$ cat src/rtl/gpio_bank_if.sv
// gpio_bank_if -- register bus between a host and gpio_bank.
//   addr   : register select (0 GPO, 1 GPI, 2 IRQ_MASK, 3 IRQ_STATUS)
//   we/re  : single-cycle write / read strobes
//   wdata  : write data
//   rdata  : registered read data, qualified by the one-cycle rvalid pulse
// master drives the request side, slave (the bank) returns rdata/rvalid.
interface gpio_bank_if #(
  parameter int WIDTH = 8
);
  logic [1:0]       addr;
  logic             we;
  logic             re;
  logic [WIDTH-1:0] wdata;
  logic [WIDTH-1:0] rdata;
  logic             rvalid;

  modport master (output addr, we, re, wdata, input rdata, rvalid);
  modport slave  (input addr, we, re, wdata, output rdata, rvalid);
endinterface

$ cat src/rtl/gpio_bank.sv
// gpio_bank -- WIDTH-bit GPIO bank: registered outputs, synchronized (and
// optionally debounced) inputs, edge-triggered sticky interrupt status.
//
// Ports
//   clk_fpga : system clock, rising edge
//   reset_n  : asynchronous active-low reset
//   gpi      : asynchronous external inputs
//   gpo      : registered outputs (register 0)
//   irq      : registered level interrupt, |(IRQ_STATUS & IRQ_MASK)
//   bus      : gpio_bank_if.slave register port
//
// Build option: define GPIO_DEBOUNCE_EN to insert a per-bit debounce filter
// of DEB_CYCLES cycles after the synchronizer. Without it the debounced
// value is the synchronized value and DEB_CYCLES is not used.

`ifdef GPIO_DEBOUNCE_EN
// One debounce lane: deb follows sync_in once sync_in has disagreed with it
// for DEB_CYCLES consecutive cycles; any agreement restarts the count.
module gpio_deb_lane #(
  parameter int DEB_CYCLES = 16
) (
  input  logic clk_fpga,
  input  logic reset_n,
  input  logic sync_in,
  output logic deb
);
  localparam int             CW   = $clog2(DEB_CYCLES + 1);
  localparam logic [CW-1:0]  CMAX = CW'(DEB_CYCLES - 1);

  logic [CW-1:0] cnt;

  // The cycle that completes the run (cnt == DEB_CYCLES-1) flips deb, so
  // the count never climbs past CMAX and cannot wrap.
  always_ff @(posedge clk_fpga or negedge reset_n) begin
    if (!reset_n) begin
      cnt <= '0;
      deb <= 1'b0;
    end else if (sync_in == deb) begin
      cnt <= '0;
    end else if (cnt >= CMAX) begin
      cnt <= '0;
      deb <= sync_in;
    end else begin
      cnt <= cnt + 1'b1;
    end
  end
endmodule
`endif

module gpio_bank #(
  parameter int WIDTH      = 8,
  parameter int DEB_CYCLES = 16,
  parameter int EDGE_MODE  = 0
) (
  input  logic             clk_fpga,
  input  logic             reset_n,
  input  logic [WIDTH-1:0] gpi,
  output logic [WIDTH-1:0] gpo,
  output logic             irq,
  gpio_bank_if.slave       bus
);
  logic [WIDTH-1:0] sync1, sync2;
  logic [WIDTH-1:0] deb, deb_prev, edge_ev;
  logic [WIDTH-1:0] irq_mask, irq_stat, w1c, rd_mux;
  logic             wr_gpo, wr_mask, wr_stat;

  // Two-flop synchronizer, nothing else looks at raw gpi.
  always_ff @(posedge clk_fpga or negedge reset_n) begin
    if (!reset_n) begin
      sync1 <= '0;
      sync2 <= '0;
    end else begin
      sync1 <= gpi;
      sync2 <= sync1;
    end
  end

`ifdef GPIO_DEBOUNCE_EN
  for (genvar i = 0; i < WIDTH; i++) begin : g_lane
    gpio_deb_lane #(.DEB_CYCLES(DEB_CYCLES)) u_lane (
      .clk_fpga (clk_fpga),
      .reset_n  (reset_n),
      .sync_in  (sync2[i]),
      .deb      (deb[i])
    );
  end
`else
  localparam int deb_cycles_unused = DEB_CYCLES;
  assign deb = sync2;
`endif

  // deb_prev holds last cycle's debounced value; the edge is seen the cycle
  // after deb moves and lands in IRQ_STATUS on the following edge.
  always_ff @(posedge clk_fpga or negedge reset_n) begin
    if (!reset_n) deb_prev <= '0;
    else          deb_prev <= deb;
  end

  if (EDGE_MODE == 0) begin : g_rise
    assign edge_ev = deb & ~deb_prev;
  end else if (EDGE_MODE == 1) begin : g_fall
    assign edge_ev = ~deb & deb_prev;
  end else begin : g_both
    assign edge_ev = deb ^ deb_prev;
  end

  assign wr_gpo  = bus.we && (bus.addr == 2'd0);
  assign wr_mask = bus.we && (bus.addr == 2'd2);
  assign wr_stat = bus.we && (bus.addr == 2'd3);
  assign w1c     = wr_stat ? bus.wdata : '0;

  // OR-ing edge_ev after the clear makes a coincident set win over W1C.
  always_ff @(posedge clk_fpga or negedge reset_n) begin
    if (!reset_n) begin
      gpo      <= '0;
      irq_mask <= '0;
      irq_stat <= '0;
      irq      <= 1'b0;
    end else begin
      if (wr_gpo)  gpo      <= bus.wdata;
      if (wr_mask) irq_mask <= bus.wdata;
      irq_stat <= (irq_stat & ~w1c) | edge_ev;
      irq      <= |(irq_stat & irq_mask);
    end
  end

  // Mux reads current register values, so a same-cycle write is not visible.
  always_comb begin
    rd_mux = '0;
    case (bus.addr)
      2'd0:    rd_mux = gpo;
      2'd1:    rd_mux = deb;
      2'd2:    rd_mux = irq_mask;
      default: rd_mux = irq_stat;
    endcase
  end

  always_ff @(posedge clk_fpga or negedge reset_n) begin
    if (!reset_n) begin
      bus.rdata  <= '0;
      bus.rvalid <= 1'b0;
    end else begin
      bus.rvalid <= bus.re;
      if (bus.re) bus.rdata <= rd_mux;
    end
  end
endmodule

$ cat src/flat_wrapper.sv
// flat-port wrapper written by rule: the top's interface ports become plain ports
module gpio_bank_flat 
#(
  parameter int WIDTH      = 8,
  parameter int DEB_CYCLES = 16,
  parameter int EDGE_MODE  = 0
)
  (clk_fpga, reset_n, gpi, gpo, irq, bus_addr, bus_we, bus_re, bus_wdata, bus_rdata, bus_rvalid);
  gpio_bank_if #(.WIDTH(WIDTH)) bus_i ();
  input  logic clk_fpga;
  input  logic reset_n;
  input  logic [WIDTH-1:0] gpi;
  output logic [WIDTH-1:0] gpo;
  output logic irq;
  input wire logic [$bits(bus_i.addr)-1:0] bus_addr;
  input wire logic [$bits(bus_i.we)-1:0] bus_we;
  input wire logic [$bits(bus_i.re)-1:0] bus_re;
  input wire logic [$bits(bus_i.wdata)-1:0] bus_wdata;
  output wire logic [$bits(bus_i.rdata)-1:0] bus_rdata;
  output wire logic [$bits(bus_i.rvalid)-1:0] bus_rvalid;
  assign bus_i.addr = bus_addr;
  assign bus_i.we = bus_we;
  assign bus_i.re = bus_re;
  assign bus_i.wdata = bus_wdata;
  assign bus_rdata = bus_i.rdata;
  assign bus_rvalid = bus_i.rvalid;
  gpio_bank #(.WIDTH(WIDTH), .DEB_CYCLES(DEB_CYCLES), .EDGE_MODE(EDGE_MODE)) u_core (.clk_fpga(clk_fpga), .reset_n(reset_n), .gpi(gpi), .gpo(gpo), .irq(irq), .bus(bus_i));
endmodule
$ cat config.mk
export PLATFORM = sky130hd
export DESIGN_NAME = gpio_bank_flat
export DESIGN_NICKNAME = d
export VERILOG_FILES = /design/src/rtl/gpio_bank_if.sv /design/src/rtl/gpio_bank.sv /design/src/flat_wrapper.sv
export SDC_FILE = /design/constraint.sdc
export NUM_CORES = 1
export LEC_CHECK = 0
export BUFFER_PORTS_ARGS = -buffer_cell sky130_fd_sc_hd__buf_2
export CAP_MARGIN = 10
export CORE_UTILIZATION = 35
export CTS_BUF_LIST = sky130_fd_sc_hd__clkbuf_16
export CTS_CLUSTER_DIAMETER = 200
export DETAILED_ROUTE_END_ITERATION = 10
export GPL_ROUTABILITY_DRIVEN = 0
export GPL_TIMING_DRIVEN = 1
export SYNTH_ARGS = -nofsm -noshare
export SYNTH_HDL_FRONTEND = slang
export SYNTH_SLANG_ARGS = --single-unit
$ cat constraint.sdc
create_clock -name clk_fpga -period 1.2 [get_ports clk_fpga]
set_input_delay 0.12 -clock clk_fpga [delete_from_list [all_inputs] [get_ports clk_fpga]]
set_output_delay 0.12 -clock clk_fpga [all_outputs]
set_load 0.005 [all_outputs]
==> impl_metrics.env, run 1 <==
export IMPL_status="complete, no violations"
export IMPL_p_sw_mw=1.23
export IMPL_arrival_ns=0.85
export IMPL_cts_sinks=58
export IMPL_internal_power_mw=4.08
export IMPL_timing_final_crit_share_pct=81.2
export IMPL_viasPerCell=4.99
export IMPL_synthCells=145
export IMPL_hold_start="bus_re"
export IMPL_area_growth_pct=32.4
export IMPL_root_buffer="clkbuf_16"
export IMPL_ys_seq_area_share_pct=66.6
export IMPL_rr_startpoint="u_core.irq_stat[1]"
export IMPL_r2r_end="u_core.bus.rdata[1]"
export IMPL_r2r_setup_slack_ns=0.32
export IMPL_fill_cells=539
export IMPL_min_to="u_core.bus.rvalid"
export IMPL_required_ns=1.08
export IMPL_mostFrequentLayoutCells="dfrtp_1 (58), buf_2 (39), mux2i_1 (16), mux2_2 (16)"
export IMPL_multi_input_area_um2=657
export IMPL_numCtsBuffers=9
export IMPL_antenna_found_initial=0
export IMPL_yosys_cell_types_count=16
export IMPL_max_freq_ghz=1.03
export IMPL_die_height_um=80.9
export IMPL_ff2ff_path_depth=2
export IMPL_synth_fa_ha_area_share_pct=0
export IMPL_hp_class="input port to register"
export IMPL_period_needed_ns=0.974
export IMPL_ff_latch_area_um2=1450
export IMPL_sw_frac_of_total_pct=23.2
export IMPL_rows=28
export IMPL_crit_type="register to primary output"
export IMPL_layout_commonest_cell="dfrtp_1"
export IMPL_cts_buffer_depth=2
export IMPL_grt_pass1_vias=1507
export IMPL_post_route_drc_count=0
export IMPL_fin_setup_tns_ns=0
export IMPL_clockPowerShare_pct=45.3
export IMPL_synth_xor_area_share_pct=0
export IMPL_pwr_share_seq_pct=43.7
export IMPL_crit_cells=1
export IMPL_ys_warnings_count=0
export IMPL_vias=1422
export IMPL_dp_hpwl_mm=2.92
export IMPL_routed_wirelength_mm=4.58
export IMPL_p_per_area_nw_per_um2=1840
export IMPL_critPathLaunchType="register"
export IMPL_ios=40
export IMPL_cts_max_level=3
export IMPL_critPathTopFamily="flip-flops"
export IMPL_hold_depth=1
export IMPL_clk_pin_slew_worst_paths_ns=0.05
export IMPL_synth_nets=167
export IMPL_synth_top_family_by_area="multiplexers"
export IMPL_synthMuxAreaShare_pct=15.6
export IMPL_crit_chain="buf_2"
export IMPL_clk_insertion_delay_late_ns=0.32
export IMPL_crit_buf_inv=1
export IMPL_post_cts_buffers=0
export IMPL_end_kind="primary output"
export IMPL_drt_iter0_markers=42
export IMPL_dieWidth_um=80.9
export IMPL_maxCapViolCount=0
export IMPL_antenna_left=0
export IMPL_layout_drive_gt1_share_pct=37.6
export IMPL_ir_worst_vdd_v=0.000756
export IMPL_hold_violations=0
export IMPL_grt_use_total_pct=16.6
export IMPL_layout_nets=228
export IMPL_synth_compound_area_share_pct=7.80
export IMPL_setup_violations=0
export IMPL_grt_pass1_wl_mm=7.67
export IMPL_cts_tree="built"
export IMPL_dieArea_um2=6550
export IMPL_final_max_slew_violation_count=0
export IMPL_worst_slew_pin_slew_ns=0.357
export IMPL_io_buffers=39
export IMPL_synthSimpleGateAreaFrac_pct=6.71
export IMPL_slowest_delay_ns=0.40
export IMPL_syn_area_um2=2180
export IMPL_fin_worst_skew_ns=0.00302
export IMPL_rsz0062_at_grt="false"
export IMPL_p_leak_nw=1.35
export IMPL_core_area_um2=5960
export IMPL_slew_headroom_pct=76.2
export IMPL_slowest_stage="dfrtp_1"
export IMPL_grt_max_degree=59
export IMPL_utilization_pct=48.5
export IMPL_combPwrFrac_pct=11.0
export IMPL_ys_seq_elements=58
export IMPL_worstPathMaxFanout=3
export IMPL_overflow=0
export IMPL_dr_pass1_iters=5
export IMPL_initial_core_util_pct=36.6
export IMPL_wl_per_cell_um=16.1
export IMPL_diodes=0
export IMPL_avgSynthCellArea_um2=15.0
-- what timing repair did --
action                    4_1_cts  5_1_grt
hold endpoints to repair       66        0
hold buffers                    9        0
gates resized for setup         0        0
-- power groups by stage --
stage | sequential, mW | clock (mW) | combinational [mW]
after CTS | 2.33 | 2.46 | 0.594
after floorplan | 2.33 | 0 | 0.298
final | 2.32 | 2.41 | 0.584
after global placement | 2.35 | 0 | 0.563
after detailed placement | 2.36 | 0 | 0.568
after global routing | 2.35 | 2.58 | 0.660
-- cells by family after synthesis --
family                 after synthesis
AO/OA/AOI/OAI                       20
buffers and inverters               14
flip-flops                          58
multiplexers                        32
AND/OR/NAND/NOR                     21
-- synthesized netlist by cell type --
master	instances	area, um^2
buf_2	1	5.00
nand4_1	9	56.3
buf_4	3	22.5
nor3b_4	1	18.8
nand2_1	1	3.75
nand2b_1	9	56.3
nand3b_2	1	11.3
mux2_2	16	180
mux2i_1	16	160
a22oi_1	4	30.0
o221ai_1	8	70.1
buf_1	1	3.75
a22o_1	8	70.1
dfrtp_1	58	1450
inv_1	8	30.0
buf_6	1	11.3
-- worst max-delay path by stage --
stage	start	to	slack [ns]
2_1_floorplan	bus_addr[0]	u_core.gpo[0]	0.11
3_3_place_gp	bus_addr[1]	u_core.gpo[4]	0.11
3_5_place_dp	bus_addr[1]	u_core.gpo[2]	0.08
4_1_cts	u_core.gpo[7]	gpo[7]	0.21
5_1_grt	u_core.gpo[7]	gpo[7]	0.18
6_report	u_core.gpo[7]	gpo[7]	0.23
-- per-layer routing --
metal	part of all wire [%]	routed length [um]	GRT usage, %
met1	46	2110	20.8
met2	48	2190	25.0
met3	4.4	202	5.84
met4	1.8	82	8.93
met5	0	0	0
-- state kept, by name (all words and copies together), names as in the netlist --
signal and cells:
u_core.bus.rdata 8, u_core.bus.rvalid 1, u_core.deb 8, u_core.deb_prev 8
u_core.gpo 8, u_core.irq 1, u_core.irq_mask 8, u_core.irq_stat 8
u_core.sync1 8
-- layout make-up --
cell class | count | share of cell area [%]
Clock buffer | 9 | 7.80
Timing Repair Buffer | 56 | 12.8
Sequential cell | 58 | 50.3
Tap cell | 75 | 3.25
Clock inverter | 6 | 2.04
Multi-Input combinational cell | 73 | 22.8
Inverter | 8 | 1.04
-- stage by stage --
step	cells	power (mW)	instance area [um^2]	setup WS, ns	hold WS (ns)
after global placement	261	2.91	2510	0.106	0.149
after floorplan	145	2.63	2180	0.110	-0.176
after detailed placement	261	2.93	2510	0.0850	0.149
after CTS	285	5.39	2890	0.211	0.0370
final	285	5.31	2890	0.226	0.0516
after global routing	285	5.59	2890	0.185	0.0485
Note: power is estimated with default switching activity, not from simulation.
==> run 2, diff against run 1 <==
==> constraint.sdc (replaced) <==
create_clock -name clk_fpga -period 1 [get_ports clk_fpga]
set_input_delay 0.1 -clock clk_fpga [delete_from_list [all_inputs] [get_ports clk_fpga]]
set_output_delay 0.1 -clock clk_fpga [all_outputs]
set_load 0.005 [all_outputs]
==> impl_metrics.env, run 2 (synthesized netlist as in run 1, its figures left out) <==
export IMPL_fin_setup_tns_ns=0
export IMPL_die_height_um=80.9
export IMPL_fin_worst_skew_ns=0.00544
export IMPL_slowest_stage="dfrtp_1"
export IMPL_layout_drive_gt1_share_pct=38.5
export IMPL_worst_slew_pin_slew_ns=0.315
export IMPL_timing_final_crit_share_pct=96.4
export IMPL_top_layer="met4"
export IMPL_crit_start="u_core.gpo[1]"
export IMPL_layout_commonest_cell="dfrtp_1"
export IMPL_grt_max_degree=59
export IMPL_fill_cells=558
export IMPL_dp_slack_ns=-0.113
export IMPL_io_buffers=39
export IMPL_numCtsBuffers=9
export IMPL_hold_start="bus_wdata[7]"
export IMPL_grt_pass1_wl_mm=7.62
export IMPL_clk_insertion_delay_late_ns=0.32
export IMPL_ff2ff_path_depth=2
export IMPL_wl_met1_mm=2.16
export IMPL_dieArea_um2=6550
export IMPL_antenna_left=0
export IMPL_dr_pass1_iters=5
export IMPL_ios=40
export IMPL_wl_met3_um=238
export IMPL_slew_headroom_pct=79.0
export IMPL_viasPerCell=4.92
export IMPL_critPathLaunchType="register"
export IMPL_dieWidth_um=80.9
export IMPL_grt_use_total_pct=16.5
export IMPL_crit_type="register to primary output"
export IMPL_utilization_pct=48.7
export IMPL_drt_iter0_markers=69
export IMPL_grt_pass1_vias=1517
export IMPL_vias=1442
export IMPL_max_freq_ghz=1.04
export IMPL_clk_pin_slew_worst_paths_ns=0.05
export IMPL_report_power_total_mw=6.09
export IMPL_cts_sinks=58
export IMPL_antenna_found_initial=0
export IMPL_final_setup_worst_slack_ns=0.0364
export IMPL_setup_violations=0
export IMPL_final_max_slew_violation_count=0
export IMPL_cts_tree="built"
export IMPL_hold_violations=0
export IMPL_p_leak_nw=1.39
export IMPL_r2r_end="u_core.irq"
export IMPL_maxCapViolCount=0
export IMPL_routed_wirelength_mm=4.52
export IMPL_hold_depth=2
export IMPL_initial_core_util_pct=36.6
export IMPL_rsz0062_at_grt="false"
export IMPL_whs_ns=0.0501
export IMPL_end_kind="primary output"
export IMPL_worstPathMaxFanout=3
export IMPL_hp_class="input port to register"
export IMPL_core_area_um2=5960
export IMPL_area_growth_pct=33.0
export IMPL_dp_hpwl_mm=3.06
export IMPL_critPathTopFamily="flip-flops"
export IMPL_post_route_drc_count=0
export IMPL_arrival_ns=0.86
export IMPL_required_ns=0.90
export IMPL_mostFrequentLayoutCells="dfrtp_1 (58), buf_2 (39), mux2i_1 (16)"
export IMPL_cts_max_level=3
export IMPL_crit_chain="buf_2"
export IMPL_root_buffer="clkbuf_16"
export IMPL_min_to="u_core.gpo[7]"
export IMPL_dr_wl_met2_mm=2.02
export IMPL_diodes=0
export IMPL_layout_nets=235
export IMPL_wl_per_cell_um=15.4
export IMPL_rows=28
export IMPL_ir_worst_vdd_v=0.00113
export IMPL_period_needed_ns=0.964
export IMPL_rr_startpoint="u_core.irq_stat[7]"
export IMPL_overflow=0
export IMPL_r2r_setup_slack_ns=0.10
export IMPL_p_per_area_nw_per_um2=2100
export IMPL_status="complete, no violations"
export IMPL_cts_buffer_depth=2
export IMPL_crit_buf_inv=1
export IMPL_slowest_delay_ns=0.40
-- run 2: final cells by class --
class | count | area (um^2) | area share, %
clock buffer | 9 | 225 | 7.76
clock inverter | 7 | 30.0 | 1.03
inverter | 8 | 30.0 | 1.03
multi-input combinational | 73 | 661 | 22.8
sequential | 58 | 1450 | 50.0
tap | 75 | 93.8 | 3.23
timing repair buffer | 63 | 410 | 14.1
-- run 2: timing repair --
action	CTS	global route
hold buffers	9	0
endpoints found under the hold margin	66	0
resized for setup	0	0
buffers inserted	0	0
-- run 2: worst max path at each step --
stage,end,slack [ns],cells after the start
floorplan,u_core.gpo[0],-0.04,3
global placement,u_core.irq_mask[4],-0.11,4
detailed placement,u_core.irq_mask[0],-0.11,4
CTS,gpo[5],0.02,1
global route,gpo[5],0.003,1
finish,gpo[1],0.04,1
-- run 2: stage by stage --
step | cell area, um^2 | cells
after global routing | 2900 | 293
after CTS | 2900 | 293
final | 2900 | 293
after global placement | 2560 | 268
after detailed placement | 2560 | 268
after floorplan | 2200 | 145
-- run 2: metal layers --
metal	up-vias	GRT usage, %
li1	668	-
met5	-	0
met2	42	23.4
met3	13	4.49
met1	719	21.7
met4	0	11.3
-- run 2: where the power goes --
group | leakage, nW | internal [mW] | switching [mW] | total, mW
Sequential | 0.666 | 2.62 | 0.175 | 2.79
Combinational | 0.587 | 0.408 | 0.314 | 0.722
Clock | 0.140 | 1.62 | 0.958 | 2.57
Total | 1.39 | 4.64 | 1.45 | 6.09
==> run 3, diff against run 2 <==
--- a/config.mk
+++ b/config.mk
@@ -5,6 +5,7 @@
 export SDC_FILE = /design/constraint.sdc
 export NUM_CORES = 1
 export LEC_CHECK = 0
+export ABC_AREA = 1
 export BUFFER_PORTS_ARGS = -buffer_cell sky130_fd_sc_hd__buf_2
 export CAP_MARGIN = 10
 export CORE_UTILIZATION = 35
==> impl_metrics.env, run 3 <==
export IMPL_synth_top_cell_area_share_pct=66.6
export IMPL_ys_warnings_count=0
export IMPL_final_cells=361
export IMPL_whs_ns=0.0575
export IMPL_clk_insertion_delay_late_ns=0.32
export IMPL_layout_drive_gt1_share_pct=21.7
export IMPL_slew_headroom_pct=79.9
export IMPL_fill_cells=588
export IMPL_routed_wirelength_mm=4.55
export IMPL_wl_per_cell_um=12.6
export IMPL_viasPerCell=4.58
export IMPL_end_kind="register"
export IMPL_ff2ff_path_depth=4
export IMPL_synth_edf_count=0
export IMPL_yosys_top_cells_area="dfrtp_1 (67%), nand2_1 (10%), o21ai_0 (7.3%)"
export IMPL_layout_commonest_cell="nand2_1"
export IMPL_die_height_um=80.9
export IMPL_vias=1652
export IMPL_final_setup_worst_slack_ns=0.0361
export IMPL_required_ns=1.21
export IMPL_mostFrequentLayoutCells="nand2_1 (59), dfrtp_1 (58), buf_2 (39)"
export IMPL_ios=40
export IMPL_cts_buffer_depth=2
export IMPL_antenna_found_initial=0
export IMPL_ys_seq_elements=58
export IMPL_rr_startpoint="u_core.deb[3]"
export IMPL_fin_setup_tns_ns=0
export IMPL_diodes=0
export IMPL_arrival_ns=1.18
export IMPL_post_route_drc_count=0
export IMPL_dp_slack_ns=0.00243
export IMPL_hold_depth=3
export IMPL_ys_seq_area_share_pct=66.6
export IMPL_syn_area_um2=2180
export IMPL_numCtsBuffers=9
export IMPL_area_growth_pct=34.3
export IMPL_grt_pass1_wl_mm=7.56
export IMPL_ir_worst_vdd_v=0.00114
export IMPL_grt_max_degree=59
export IMPL_drt_iter0_markers=139
export IMPL_ys_top_cells_by_count="nand2_1 (59), dfrtp_1 (58), o21ai_0 (32)"
export IMPL_worstPathMaxFanout=3
export IMPL_min_to="u_core.gpo[0]"
export IMPL_overflow=0
export IMPL_hold_violations=0
export IMPL_dp_hpwl_mm=3.09
export IMPL_layout_nets=303
export IMPL_fin_worst_skew_ns=0.00821
export IMPL_yosysMostFrequentCell="nand2_1"
export IMPL_p_leak_nw=1.45
export IMPL_grt_use_total_pct=16.1
export IMPL_synth_ff_type="dfrtp_1"
export IMPL_max_freq_ghz=1.04
export IMPL_dieWidth_um=80.9
export IMPL_cts_sinks=58
export IMPL_r2r_setup_slack_ns=0.04
export IMPL_core_area_um2=5960
export IMPL_timing_final_crit_share_pct=96.4
export IMPL_hp_class="input port to register"
export IMPL_critPathLaunchType="register"
export IMPL_initial_core_util_pct=36.6
export IMPL_fin_area_um2=2930
export IMPL_clk_pin_slew_worst_paths_ns=0.05
export IMPL_dp_cells=334
export IMPL_grt_pass1_vias=1641
export IMPL_maxCapViolCount=0
export IMPL_yosys_area_top_type="dfrtp_1"
export IMPL_period_needed_ns=0.964
export IMPL_utilization_pct=49.2
export IMPL_cts_tree="built"
export IMPL_async_flop_share_pct=100
export IMPL_p_per_area_nw_per_um2=2310
export IMPL_dieArea_um2=6550
export IMPL_hold_start="bus_wdata[0]"
export IMPL_synthCells=221
export IMPL_status="complete, no violations"
export IMPL_io_buffers=39
export IMPL_cts_max_level=3
export IMPL_r2r_end="u_core.bus.rdata[3]"
export IMPL_post_dp_cell_area_um2=2480
export IMPL_rows=28
export IMPL_synth_nets=243
export IMPL_yosys_cell_types_count=16
export IMPL_report_power_total_mw=6.76
export IMPL_antenna_left=0
export IMPL_worst_slew_pin_slew_ns=0.300
export IMPL_crit_type="register to register"
export IMPL_final_max_slew_violation_count=0
export IMPL_setup_violations=0
export IMPL_root_buffer="clkbuf_16"
export IMPL_avgSynthCellArea_um2=9.86
export IMPL_dr_pass1_iters=5
## run 3: cell types whose count changed after synthesis, sizes merged, moves of 9 or more
cell and change:
inv +11, nand2b -9, mux2 -16, nand4 -9, o21ai +40, nand2 +59, mux2i -16, nand3 +19
nor2 +18
## run 3: per-layer routing
layer / wire length [um] / vias up / global-route usage [%]
li1: - / 830 / -
met4: 61 / 0 / 6.61
met3: 345 / 11 / 6.52
met2: 1950 / 70 / 23.3
met5: 0 / - / 0
met1: 2200 / 741 / 21.3
## run 3: timing repair
action                     4_1_cts  5_1_grt
hold endpoints to repair        67        0
setup endpoints to repair        0        8
setup buffers                    0        1
resized for setup                0        1
hold buffers                    10        0
## run 3: cell families (layout without fill, tap and decap cells)
logic type | count (synthesis) | after routing | synth area share, %
and+or+nand+nor | 97 | 97 | 19.1
DFF | 58 | 58 | 66.6
AOI/OAI and AO/OA | 41 | 41 | 9.41
buffers and inverters | 25 | 90 | 4.94
## run 3: worst max path at each step
stage / start / end / slack (ns)
after floorplan: bus_addr[0] / u_core.gpo[5] / 0.12
after global placement: bus_addr[1] / u_core.irq_stat[3] / 0.007
after detailed placement: bus_addr[1] / u_core.irq_stat[5] / 0.002
after global routing: bus_re / u_core.bus.rdata[4] / -0.0007
final: u_core.deb[3] / u_core.bus.rdata[3] / 0.04
after CTS: u_core.gpo[2] / gpo[2] / 0.03
## run 3: final cells by class
class	instances	area, um^2	share of cell area (%)
repair buffers	55	357	12.2
flip-flops and latches	58	1450	49.6
clock buffers	9	225	7.69
clock inverters	7	109	3.72
multi-input cells	138	621	21.2
well taps	75	93.8	3.21
inverters	19	71.3	2.44
## run 3: report_power, final
group	internal (mW)	switching (mW)	total [mW]
registers	2.58	0.157	2.74
clock network	2.40	0.997	3.40
logic	0.281	0.341	0.622
## run 3: critical path, cell delays in order (launching register included)
cell and delay (ns):
dfrtp_1 0.39, o21ai_0 0.22, nand3_1 0.12, nand2_1 0.08, nand2_1 0.05
